File: src/rtl/block_slider.sv
// Sliding-block game core: a block of BLK_LEN columns slides across the playfield until placed.
// Define SLIDER_WRAP_EN to wrap from the right edge back to column 0 instead of bouncing.
module block_slider #(
  parameter int COL_LAST   = 9,
  parameter int BLK_LEN    = 3,
  parameter int BASE_SPEED = 5000000,
  parameter int SPEED_STEP = 416666,
  parameter int MIN_SPEED  = 833332
) (
  input  logic        clk,
  input  logic        resetn,
  input  logic        enable,
  input  logic        enable_frame,
  input  logic        place_req,
  input  logic        placed_ready,
  output logic [31:0] speed_count,
  output logic [3:0]  col,
  output logic        dir,
  output logic        placed_valid,
  output logic [3:0]  level
);

  typedef enum logic [1:0] {IDLE, SLIDE, HOLD} state_t;

  localparam logic [3:0] COL_RIGHT = 4'(COL_LAST - BLK_LEN + 1);

  state_t      state, state_next;
  logic [3:0]  col_next, level_next;
  logic        dir_next;
  logic [31:0] speed_next;
  logic [32:0] speed_diff;
  logic        accept, tick;

  assign accept = (state == HOLD) && placed_ready;
  assign tick   = (state == SLIDE) && enable && enable_frame && !place_req;

  always_ff @(posedge clk or negedge resetn) begin
    if (!resetn) state <= IDLE;
    else         state <= state_next;
  end

  always_comb begin
    state_next = state;
    case (state)
      IDLE:  if (enable) state_next = SLIDE;
      SLIDE: begin
        if (!enable)        state_next = IDLE;
        else if (place_req) state_next = HOLD;
      end
      HOLD:  if (placed_ready) state_next = enable ? SLIDE : IDLE;
      default: state_next = IDLE;
    endcase
  end

  // Next values for the registered outputs; 33-bit subtraction keeps the speed floor wrap-free.
  always_comb begin
    col_next   = col;
    dir_next   = dir;
    level_next = level;
    speed_next = speed_count;
    speed_diff = {1'b0, speed_count} - 33'(SPEED_STEP);
    if (accept) begin
      level_next = (level == 4'd15) ? level : level + 4'd1;
      speed_next = (speed_diff[32] || speed_diff < 33'(MIN_SPEED)) ? 32'(MIN_SPEED)
                                                                   : speed_diff[31:0];
      col_next   = 4'd0;
      dir_next   = 1'b1;
    end else if (tick) begin
`ifdef SLIDER_WRAP_EN
      dir_next = 1'b1;
      col_next = (col == COL_RIGHT) ? 4'd0 : col + 4'd1;
`else
      if (dir) begin
        if (col == COL_RIGHT) begin
          dir_next = 1'b0;
          col_next = (col == 4'd0) ? col : col - 4'd1;
        end else begin
          col_next = col + 4'd1;
        end
      end else begin
        if (col == 4'd0) begin
          dir_next = 1'b1;
          col_next = (COL_RIGHT == 4'd0) ? col : col + 4'd1;
        end else begin
          col_next = col - 4'd1;
        end
      end
`endif
    end
  end

  always_ff @(posedge clk or negedge resetn) begin
    if (!resetn) begin
      col          <= 4'd0;
      dir          <= 1'b1;
      level        <= 4'd0;
      speed_count  <= 32'(BASE_SPEED);
      placed_valid <= 1'b0;
    end else begin
      col          <= col_next;
      dir          <= dir_next;
      level        <= level_next;
      speed_count  <= speed_next;
      placed_valid <= (state_next == HOLD);
    end
  end

endmodule

File: config.mk
export PLATFORM = sky130hd
export DESIGN_NAME = block_slider
export DESIGN_NICKNAME = d
export VERILOG_FILES = /design/src/rtl/block_slider.sv
export SDC_FILE = /design/constraint.sdc
export NUM_CORES = 1
export LEC_CHECK = 0
export BUFFER_PORTS_ARGS = -buffer_cell sky130_fd_sc_hd__buf_2
export CAP_MARGIN = 10
export CORE_ASPECT_RATIO = 0.9
export CORE_MARGIN = 5
export CORE_UTILIZATION = 40
export DETAILED_ROUTE_END_ITERATION = 6
export SYNTH_ARGS = -nofsm -noshare
export SYNTH_HDL_FRONTEND = slang
export SYNTH_SLANG_ARGS = --single-unit
File: constraint.sdc
create_clock -name clk -period 4.8 [get_ports clk]
set_clock_uncertainty 0.15 [all_clocks]
set_input_delay 0.24 -clock clk [delete_from_list [all_inputs] [get_ports clk]]
set_output_delay 0.24 -clock clk [all_outputs]
set_load 0.02 [all_outputs]
==> results.cfg <==
[routing]
drc = 0
drt_wl_total_um = 9180
antenna_left = 0
viasPerCell = 6.19
drtPass1Iterations = 5
routedWlPerCell_um = 17.4
first_iter_violations = 264
num_vias = 3269

[timing]
rsz0062_at_grt = false
finalWorstSetupSlack_ns = 0.746
tightest_slew_ns = 1.03
period_share_pct = 84.5
relSlewSlack_pct = 31.1
fin_setup_tns_ns = 0
maxSlewViolCount = 0
setup_viol = 0
fmax_mhz = 247
hold_viol_final = 0
fin_crit_ns = 4.05

[worst_setup_path]
critPathRequiredTime_ns = 4.84
critical_path_class = flip-flop to flip-flop
critPathMaxFanout = 25
crit_family = compound AO/OA/AOI/OAI gates
start_kind = flip-flop
cp-end-kind = flip-flop
crit_start = speed_count[1]
arrival_ns = 4.09
max_stage_delay_ns = 0.89
crit_slowest_cell = a2111oi_2
r2r-start = speed_count[1]
timing.critical_path.buf_inv = 2
worstPathCellList = inv_1 -> ha_1 -> nand3b_1 -> a2111oi_2 -> nor2_1 -> xnor2_1 -> nand4_1 -> a2111oi_4 -> buf_4 -> nor2_4 -> a221o_1

[place]
gp_congestion = 0.871
dp_cells = 518
io_buffers = 46
dp_hpwl_um = 6500
place_area_um2 = 3580
pre_cts_slack_ns = 0.812

[cells_and_area]
area_growth_pct = 9.83
fin_cells = 528
layout_common_cells = buf_2, nor2_1, nand2_1, dfrtp_1, nor3_1
diodes = 0
num-nets-final = 438
final_common_cell = buf_2
postLayoutCellArea_um2 = 3720
layout-drive-gt1-share_pct = 21.7

[clocking]
root_buffer = clkbuf_8
clk_latency_ns = 0.30
cts_tree = done
cts_buffers = 5
cts_max_path_buffers = 2
cts.clk_slew.worst_paths_ns = 0.08
clock_sinks = 43
post_cts_buffers = 0
cts-resized-gates = 0
h-tree-depth = 2
ctsHoldBuffers = 2

[yosys]
synthDominantCellAreaShare_pct = 25.1
yosys.area.top_type = dfrtp_1
synthXorXnorAreaFrac_pct = 2.59
async_reset_ff_share_pct = 100
synthSimpleGateAreaFrac_pct = 27.9
synth_area_um2 = 3390
yosysUniqueCellTypes = 71
syn_avg_cell_area_um2 = 8.38
yosys.area_share.adder_pct = 1.48
yosysWarnings = 0
synth_edf_count = 0
ys_seq_area_share_pct = 32.1
synth_area_leaders = dfrtp_1, dfstp_2, nor2_1
synthCells = 404
synth-compound-area-share_pct = 26.9
synthMuxAreaShare_pct = 2.00
synth_top_family_by_area = simple AND/OR/NAND/NOR gates
synthesis.nets = 414
ys_ff_latch = 43
yosys_most_used_dff = dfrtp_1

[power_and_ir_drop]
power_density_nw_per_um2 = 626
ir_worst_vdd_v = 0.000254
finalPower_mw = 2.33
p_leak_nw = 1.48

[floorplan]
coreArea_um2 = 8150
ios = 48
dieArea_um2 = 10400
die_h_um = 97.3
start_util_pct = 41.6
die_w_um = 107
num_rows = 31

[global_route]
grt_pass1_wl_um = 15600
overflow = 0
grt_max_degree = 44
antenna_found_initial = 0
grt_pass1_vias = 3062
track_usage_pct = 18.0

[worst_hold_path]
hp-start = enable
hp-class = primary input to flip-flop

[status]
status = finished clean

[flow_run]
cap_violations = 0
## per-layer routing
metal  vias up  GRT usage (%)  part of all wire (%)
met5         -              0                     0
met4         0           5.60                   1.5
met3        13           3.19                   6.3
met2       106           27.5                    45
met1      1574           25.9                    48
li1       1576              -                     -
## sequential cells by signal, indices dropped and copies added, names as in the netlist
register      cells
level             4
speed_count      31
col               4
dir               1
state             2
placed_valid      1
## through the flow
step | hold slack, ns | util [%]
3_3_place_gp | 0.302 | 44.0
6_report | 0.0256 | 45.7
2_1_floorplan | -0.206 | -
3_5_place_dp | 0.303 | 44.0
5_1_grt | 0.0319 | 45.7
4_1_cts | 0.0150 | 45.7
## where the power goes
group	leakage (nW)	switching [mW]	total (mW)	internal, mW
Combinational	0.901	0.735	1.22	0.487
Sequential	0.513	0.304	0.811	0.507
Clock	0.0612	0.127	0.296	0.168
Total	1.48	1.17	2.33	1.16
## synthesized netlist by cell type (3+ instances only)
library cell   n
nand2_1       34
nor4b_1        5
xnor2_1        7
dfrtp_1       34
a2111oi_0      3
or3_1          8
inv_1         13
nand4_1        6
nor3_1        23
a31oi_1       10
nand3_1       14
a21o_1         8
a211oi_1      10
a221o_1        3
and2_1         3
ha_1           4
buf_6          4
o31ai_1       12
clkbuf_1      11
or2_2          5
xor2_1         3
nand3b_1       6
o21a_1         3
dfstp_2        9
a21oi_1       21
a211oi_2       3
or4_1          4
o211ai_1       5
nand2b_1       3
nor2_1        36
buf_2         15
mux2_2         6
o21ai_0       18
nor4_1         7
## cells by family (layout without fill, tap and decap cells)
kind of cell,Yosys count,after routing
AND/OR/NAND/NOR,170,170
XOR/XNOR,10,10
adder cells (fa/ha/maj),4,4
buffers and inverters,47,72
flip-flops,43,43
multiplexers,6,6
AO/OA/AOI/OAI,123,123
other,1,1
## worst reg2reg max path, delay by kind of cell (launching register included)
| kind | cells | cell delay [ns] |
|---|---|---|
| flip-flops | 1 | 0.49 |
| AND/OR/NAND/NOR | 4 | 0.92 |
| AO/OA/AOI/OAI | 3 | 1.52 |
| adder cells (fa/ha/maj) | 1 | 0.26 |
| XOR/XNOR | 1 | 0.17 |
| buffers and inverters | 2 | 0.44 |
## path summary, 6_finish.rpt
| path | slack, ns | cells after the start | endpoint |
|---|---|---|---|
| min reg2reg | 0.37 | 1 | level[0] |
| max | 0.75 | 11 | speed_count[3] |
| min | 0.03 | 2 | state[0] |
| min in group asynchronous | 0.48 | 2 | speed_count[25] |
| max in group asynchronous | 3.41 | 2 | col[0] |
| max reg2reg | 0.75 | 11 | speed_count[3] |
## layout make-up
class,count,area [um^2]
clock buffer,6,82.6
clock inverter,2,35.0
fill,837,4430
inverter,13,48.8
multi-input combinational,314,2070
sequential,43,1090
tap,99,124
timing repair buffer,51,273
Power figures use the tool's default switching activity.
